--- config.mk ---
export PLATFORM = sky130hd
export DESIGN_NAME = casez_label_expander
export DESIGN_NICKNAME = d
export VERILOG_FILES = /design/src/rtl/casez_stim_pkg.sv /design/src/rtl/casez_owner_check.sv /design/src/rtl/casez_label_expander.sv
export SDC_FILE = /design/constraint.sdc
export NUM_CORES = 1
export LEC_CHECK = 0
export CAP_MARGIN = 10
export CORE_ASPECT_RATIO = 1.25
export CORE_MARGIN = 3
export CORE_UTILIZATION = 60
export DETAILED_ROUTE_END_ITERATION = 10
export GPL_TIMING_DRIVEN = 0
export HOLD_SLACK_MARGIN = 0.15
export PLACE_DENSITY = 0.95
export SLEW_MARGIN = 15
export SYNTH_ARGS = -nofsm -noshare
export SYNTH_HDL_FRONTEND = slang
export SYNTH_SLANG_ARGS = --single-unit
--- constraint.sdc ---
create_clock -name clk -period 5.3 [get_ports clk]
set_clock_uncertainty 0.15 [all_clocks]
set_input_delay 0.795 -clock clk [delete_from_list [all_inputs] [get_ports clk]]
set_output_delay 0.795 -clock clk [all_outputs]
set_load 0.02 [all_outputs]
--- src/rtl/casez_stim_pkg.sv ---
// Shared types and the casez match rule for the label expander and any decoder checkers.
package casez_stim_pkg;

    localparam int LBL_W = 3;
    localparam int LBL_N = 4;

    typedef struct packed {
        logic [LBL_W-1:0] value;
        logic [LBL_W-1:0] mask;
    } label_t;

    typedef enum logic [1:0] {
        IDLE  = 2'd0,
        SCAN  = 2'd1,
        HOLD  = 2'd2,
        FLUSH = 2'd3
    } state_e;

    // A mask bit of 1 makes that label bit a don't-care, like casez '?'.
    function automatic logic match(input logic [LBL_W-1:0] v, input label_t lbl);
        return ((v ^ lbl.value) & ~lbl.mask) == '0;
    endfunction

endpackage

--- src/rtl/casez_owner_check.sv ---
// Combinational first-match ownership test: cand belongs to idx only if no
// higher-priority (lower-index) entry would capture it first.
module casez_owner_check
    import casez_stim_pkg::*;
#(
    parameter int N = LBL_N
) (
    input  logic [LBL_W-1:0]   cand,
    input  label_t [N-1:0]     tbl,
    input  logic [$clog2(N):0] idx,
    output logic               owned
);

    logic hit;
    logic shadowed;

    always_comb begin
        hit      = 1'b0;
        shadowed = 1'b0;
        for (int e = 0; e < N; e++) begin
            if (e < int'(idx)) begin
                shadowed = shadowed | match(cand, tbl[e]);
            end else if (e == int'(idx)) begin
                hit = match(cand, tbl[e]);
            end
        end
        // Out-of-range idx never equals an entry, so it owns nothing.
        owned = hit & ~shadowed;
    end

endmodule

--- src/rtl/casez_label_expander.sv ---
// Streams, in ascending order, every value a priority casez over the table routes to one label.
// One owned value is held back in pend so the final beat can carry out_last.
module casez_label_expander
    import casez_stim_pkg::*;
#(
    parameter int W = LBL_W,
    parameter int N = LBL_N
) (
    input  logic                 clk,
    input  logic                 rst_n,
    input  logic                 cfg_we,
    input  logic [$clog2(N)-1:0] cfg_idx,
    input  logic [W-1:0]         cfg_value,
    input  logic [W-1:0]         cfg_mask,
    input  logic                 req_valid,
    output logic                 req_ready,
    input  logic [$clog2(N):0]   req_idx,
    output logic                 out_valid,
    input  logic                 out_ready,
    output logic [W-1:0]         out_value,
    output logic                 out_hit,
    output logic                 out_last,
    output logic                 busy
);

    localparam int          IW       = $clog2(N) + 1;
    localparam logic [W:0]  CAND_MAX = {1'b0, {W{1'b1}}};

    state_e            state;
    label_t [N-1:0]    tbl;
    logic [IW-1:0]     idx;
    logic [W:0]        cand;
    logic [W-1:0]      pend;
    logic              pend_valid;
    logic              owned;

    casez_owner_check #(.N(N)) u_owner (
        .cand  (cand[W-1:0]),
        .tbl   (tbl),
        .idx   (idx),
        .owned (owned)
    );

    assign req_ready = (state == IDLE);
    assign busy      = (state != IDLE);

    // Writes are accepted only while idle so an expansion sees one consistent table.
    always_ff @(posedge clk or negedge rst_n) begin
        if (!rst_n) begin
            tbl <= '0;
        end else if (cfg_we && state == IDLE) begin
            tbl[cfg_idx].value <= cfg_value;
            tbl[cfg_idx].mask  <= cfg_mask;
        end
    end

    always_ff @(posedge clk or negedge rst_n) begin
        if (!rst_n) begin
            state      <= IDLE;
            idx        <= '0;
            cand       <= '0;
            pend       <= '0;
            pend_valid <= 1'b0;
            out_valid  <= 1'b0;
            out_value  <= '0;
            out_hit    <= 1'b0;
            out_last   <= 1'b0;
        end else begin
            case (state)
                IDLE: begin
                    if (req_valid) begin
                        idx        <= req_idx;
                        cand       <= '0;
                        pend_valid <= 1'b0;
                        if (req_idx >= IW'(N)) begin
                            state     <= FLUSH;
                            out_valid <= 1'b1;
                            out_value <= '0;
                            out_hit   <= 1'b0;
                            out_last  <= 1'b1;
                        end else begin
                            state <= SCAN;
                        end
                    end
                end
                SCAN: begin
                    if (owned && pend_valid) begin
                        out_valid <= 1'b1;
                        out_value <= pend;
                        out_hit   <= 1'b1;
                        out_last  <= 1'b0;
                        pend      <= cand[W-1:0];
                        state     <= HOLD;
                    end else begin
                        if (owned) begin
                            pend       <= cand[W-1:0];
                            pend_valid <= 1'b1;
                        end
                        if (cand == CAND_MAX) begin
                            state     <= FLUSH;
                            out_valid <= 1'b1;
                            out_last  <= 1'b1;
                            out_hit   <= owned | pend_valid;
                            out_value <= owned ? cand[W-1:0] : (pend_valid ? pend : '0);
                        end else begin
                            cand <= cand + 1'b1;
                        end
                    end
                end
                HOLD: begin
                    if (out_ready) begin
                        if (cand == CAND_MAX) begin
                            state     <= FLUSH;
                            out_valid <= 1'b1;
                            out_value <= pend;
                            out_hit   <= 1'b1;
                            out_last  <= 1'b1;
                        end else begin
                            out_valid <= 1'b0;
                            cand      <= cand + 1'b1;
                            state     <= SCAN;
                        end
                    end
                end
                FLUSH: begin
                    if (out_ready) begin
                        out_valid <= 1'b0;
                        out_value <= '0;
                        out_hit   <= 1'b0;
                        out_last  <= 1'b0;
                        state     <= IDLE;
                    end
                end
                default: state <= IDLE;
            endcase
        end
    end

endmodule

# Yosys cells after proc, flatten, opt, wreduce, memory -nomap -nowiden
# Index checks and enable logic that the tools add are counted.
[word_totals]
word_cells = 144
ff_bits = 43
output_inout_bits = 8
inputBits = 16
[op_classes]
n_mux = 65
bitwise_logic = 18
reduce_logical = 21
n_addsub = 1
order_cmp = 7
eq_ne = 15
[op_table]
columns = ["op", "count"]
rows = [
  ["$bwmux W24", 2],
  ["$mux W3", 12],
  ["$mux W1", 30],
  ["$demux W6 S2", 2],
  ["$mux W4", 4],
  ["$reduce_and A4 Y1", 4],
  ["$logic_not A3 Y1", 5],
  ["$mux W2", 7],
  ["$and A3 B3 Y3", 4],
  ["$ne A2 B2 Y1 const B", 6],
  ["$not A3 Y3", 4],
  ["$pmux W1 S4", 3],
  ["$pmux W3 S4", 1],
  ["$pmux W4 S3", 1],
  ["$xor A3 B3 Y3", 4],
  ["$pmux W2 S4", 1],
  ["$eq A3 B3 Y1 const A", 2],
  ["$lt A1 B3 Y1 const A", 2],
  ["$lt A2 B3 Y1 const A", 2],
  ["$mux W6", 1],
  ["$reduce_and A6 Y1", 1],
  ["$reduce_bool A2 Y1", 3],
  ["$reduce_and A5 Y1", 1],
  ["$add A4 B1 Y4 const B", 1],
  ["other kinds (17)", 24],
]

# Logic depth before layout (Yosys ltp)
[logic_depth]
depth_word = 16
mapped_depth = 9
mapped_depth_nobuf = 8

# Modules after synthesis
# A second synthesis with hierarchy kept.
[hier_totals]
hier_cells = 195
area_unflattened_um2 = 2264.7
[modules_own_cells]
columns = ["module", "n_inst", "cells_per_inst", "area_each_um2"]
rows = [
  ["casez_label_expander", 1, 163, 2016.9],
  ["casez_owner_check", 1, 32, 247.7],
]

# Worst setup path before layout
# No wires, ideal clock.
[synth_path]
path_kind = "register to register"
from = "register state[0]"
to = "register out_hit"
setup_time_ns = 0.125
arrival_time_ns = 2.419
required_time_ns = 5.025
stages_incl_launch_ff = 10
synth_period_minus_slack_ns = 2.693
slack_ns = 2.607
path_cell_list = "dfrtp_1 -> inv_1 -> ha_1 -> clkbuf_1 -> inv_1 -> o22ai_1 -> a21oi_1 -> o21ai_0 -> a211oi_4 -> mux2_2"
[synth_via]
elab_chain_cells = 3
[synth_lines]
columns = ["element", "line_no", "source"]
rows = [
  ["from (decl)", "casez_label_expander.sv:29", "state_e state;"],
  ["from (signal assigned)", "casez_label_expander.sv:59", "state <= IDLE;"],
  ["from (signal assigned)", "casez_label_expander.sv:76", "state <= FLUSH;"],
  ["from (signal assigned)", "casez_label_expander.sv:82", "state <= SCAN;"],
  ["$logic_not A2 Y1 (*)", "-", ""],
  ["via req_ready", "casez_label_expander.sv:16", "output logic req_ready,"],
  ["$ne A2 B1 Y1 (no line) or $ne A2 B2 Y1 (tied branches)", "-", ""],
  ["$reduce_and A6 Y1 (no line)", "-", ""],
  ["to (signal assigned)", "casez_label_expander.sv:103", "out_hit <= owned | pend_valid;"],
  ["to (decl)", "casez_label_expander.sv:21", "output logic out_hit,"],
]
# The timed path passes the listed nets; every way through them passes the cells marked *.
# A chain may end at the register's enable or synchronous reset.

# Worst setup path after layout
[layout_path]
from = "register state[0]"
to = "output busy"
[layout_via]
elab_chain_cells = 1
[layout_lines]
columns = ["element", "line_no", "source"]
rows = [
  ["$reduce_bool A2 Y1", "casez_label_expander.sv:45", "assign busy = (state != IDLE);"],
  ["to (decl)", "casez_label_expander.sv:23", "output logic busy"],
]
# No other way between the ends.

==> flow_summary_export.csv <==
group,metric,value,unit
synthesis,ys_warn_count,0,
setup_path,cpMaxStageDelayCell,"clkdlybuf4s50_1",
place,pre_cts_slack,2320,ps
setup_path,r2r_start,"state[0]",
clock_tree,postCtsHoldBufs,0,
routing,routedWlPerCell,16.0,µm
place,hpwl,3170,µm
floorplan,dieArea,0.00458,mm²
synthesis,ys.flop_type,"dfrtp_1",
clock_tree,cts-resized-gates,0,
power_and_ir_drop,p_seq_share,33.9,%
power_and_ir_drop,leakage,0.00119,µW
clock_tree,clock_latency,300,ps
synthesis,syn_inst,198,
timing,fin_setup_tns,0,ps
synthesis,synth.most_common_cell,"dfrtp_1",
outcome,status,"finished, final reports clean",
routing,drt_iter0_drc,81,
setup_path,path_cells,"inv_1, ha_1, clkbuf_1, inv_1, clkdlybuf4s50_1",
power_and_ir_drop,finalPower,1710,µW
power_and_ir_drop,switching_share,39.3,%
timing,setup_viol,0,
floorplan,start_util,63.7,%
power_and_ir_drop,switchingPower,671,µW
setup_path,arrival,2160,ps
synthesis,ys_ff_latch,43,
setup_path,cpPeakStageDelay,580,ps
synthesis,synthTopCellsByArea,"dfrtp_1 47%, mux2_2 16%, ha_1 3.3%",
floorplan,fp.dieW,61.1,µm
layout,area_delta_synth_final,18.1,%
floorplan,die_h,74.9,µm
global_route,overflow,0,
layout,antenna_cells,0,
routing,wl,4310,µm
clock_tree,cts_tree,"built",
synthesis,syn_avg_cell_area,11.5,µm²
timing,post-route-period-util,58.6,%
global_route,grt_pass1_vias,1607,
timing,finalHoldViolCount,0,
setup_path,cpMostUsedCell,"inv_1",
synthesis,synthDistinctLibCells,42,
setup_path,crit_path_start_kind,"register",
setup_path,required,4360,ps
routing,drcViolationCount,0,
clock_tree,cts_setup_buffers,0,
timing,min_period,3110,ps
power_and_ir_drop,power.internal,1040,µW
synthesis,syn_nets,220,
setup_path,cp.buffers_inverters,4,
setup_path,crit_type,"reg -> out",
clock_tree,clockRootBuffer,"clkbuf_8",
synthesis,yosysSeqAreaShare,47.3,%
timing,tightest_slew,916,ps
routing,ant_nets,0,
clock_tree,path_clk_slew,80,ps
synthesis,synth_edf_count,0,
timing,maxSlewViolCount,0,
place,io_buffers,23,
synthesis,yosys-top-cells-count,"43 x dfrtp_1, 33 x mux2_2, 15 x o21ai_0, 14 x nand2_1, 13 x inv_1",
floorplan,core-area,0.00357,mm²
routing,first_pass_iters,4,
timing,fin_ws,2190,ps
clock_tree,max-clock-path-buffers,2,
layout,nets,251,
global_route,grt_max_degree,28,
timing,relSlewSlack,38.5,%
global_route,antenna_found_initial,0,
timing,rsz0062_at_grt,"no",
place,gp_congestion,0.872,
setup_path,worst-path-max-fanout,9,
setup_path,cp_top_family,"buffers and inverters",
synthesis,synthArstFlopShare,100,%
clock_tree,cts_buffers,5,
synthesis,yosys.area.top_type,"dfrtp_1",
timing,fmax,322,MHz
power_and_ir_drop,peakVddDrop,0.000374,V
min_path,hp-class,"in -> async",
routing,vias,1603,
synthesis,syn-cell-area,0.00228,mm²
floorplan,num_rows,24,
synthesis,synth_top_area_share,47.3,%
setup_path,startpoint,"state[0]",
floorplan,io_pins,24,
global_route,grt_pass1_wl,7160,µm
clock_tree,cts_sinks,43,
global_route,grt_util_all_layers,21.5,%
layout,layout-drive-gt1-share,24.3,%
power_and_ir_drop,p_per_area,635,mW/mm²
power_and_ir_drop,pwr-share-clk,15.3,%
clock_tree,htreeDepth,2,
flow_run,drv_cap,0,
routing,avgViaCountPerCell,5.96,
setup_path,end_kind,"output port",
power_and_ir_drop,comb_power_share,50.8,%
==> routing by layer <==
metal	share of wire [%]	GRT usage, %
met1	41	24.3
met2	53	37.6
met3	3.9	4.80
met4	2.3	9.88
met5	0	0
==> per-stage QoR <==
stage / hold slack, ps / cells / instance area [µm²] / util [%]
finish: 259 / 269 / 2690 / 75.2
global route: 271 / 269 / 2690 / 75.2
CTS: 262 / 269 / 2690 / 75.2
detailed placement: 334 / 261 / 2570 / 72.0
global placement: 329 / 260 / 2560 / 71.5
floorplan: 320 / 198 / 2280 / -
==> worst register-to-register path, cell delays in order (launching register included) <==
cell	delay, ps
dfrtp_1	500
inv_1	110
ha_1	220
clkbuf_1	230
inv_1	170
o22ai_1	100
a21oi_1	320
o21ai_0	300
a211oi_4	310
mux2_2	370
==> kinds of logic (layout without fill, tap and decap cells) <==
group,count (synthesis),after routing,synth area share [%]
compound gates,44,44,15.4
flops,43,43,47.3
simple gates,41,41,8.79
mux,34,34,16.8
buf+inv,18,50,3.52
xor+xnor,12,12,4.95
fa+ha+maj,6,6,3.30
==> final timing paths <==
| check | endpoint | slack [ps] | cells after the start |
|---|---|---|---|
| worst max register to register | out_value[1] | 2410 | 9 |
| min in group clk | tbl[12] | 350 | 1 |
| worst min-delay path | state[1] | 260 | 1 |
| worst max-delay path | busy | 2190 | 5 |
| worst min register to register | tbl[12] | 350 | 1 |
| max in group asynchronous | cand[3] | 4260 | 2 |
==> power by group through the flow <==
stage               clock network, µW  logic (µW)  registers (µW)
floorplan                           0         664             574
global placement                    0         836             574
detailed placement                  0         861             585
CTS                               267         871             578
global route                      279         960             597
finish                            261         867             578
==> cells in the final DEF, fill, tap and decap left out, types with 2 or more instances in the layout <==
cell type,count
inv_1,13
o21ai_0,15
nand3b_1,5
a31oi_1,2
xor2_1,5
o31ai_1,3
clkbuf_1,2
xnor2_1,6
a21oi_1,4
nor2_1,9
clkbuf_8,6
mux2_2,33
nand2_1,14
nor3_1,3
nand3_1,6
buf_2,2
clkdlybuf4s50_1,22
ha_1,6
dfrtp_1,43
o22ai_1,4
==> layout make-up <==
class / count / area [µm²]
inverter: 13 / 48.8
clock inverter: 2 / 35.0
tap: 39 / 48.8
buffer: 5 / 31.3
sequential: 43 / 1080
timing repair buffer: 24 / 245
multi-input combinational: 137 / 1120
clock buffer: 6 / 82.6
fill: 231 / 885
==> flip-flops by register name, indices dropped and copies added (netlist names) <==
| register | flops |
|---|---|
| cand | 4 |
| state | 2 |
| tbl | 24 |
| pend | 3 |
| out_value | 3 |
| out_valid | 1 |
| out_hit | 1 |
| out_last | 1 |
| pend_valid | 1 |
| idx | 3 |
No activity file was read; power rests on OpenSTA's default activity.
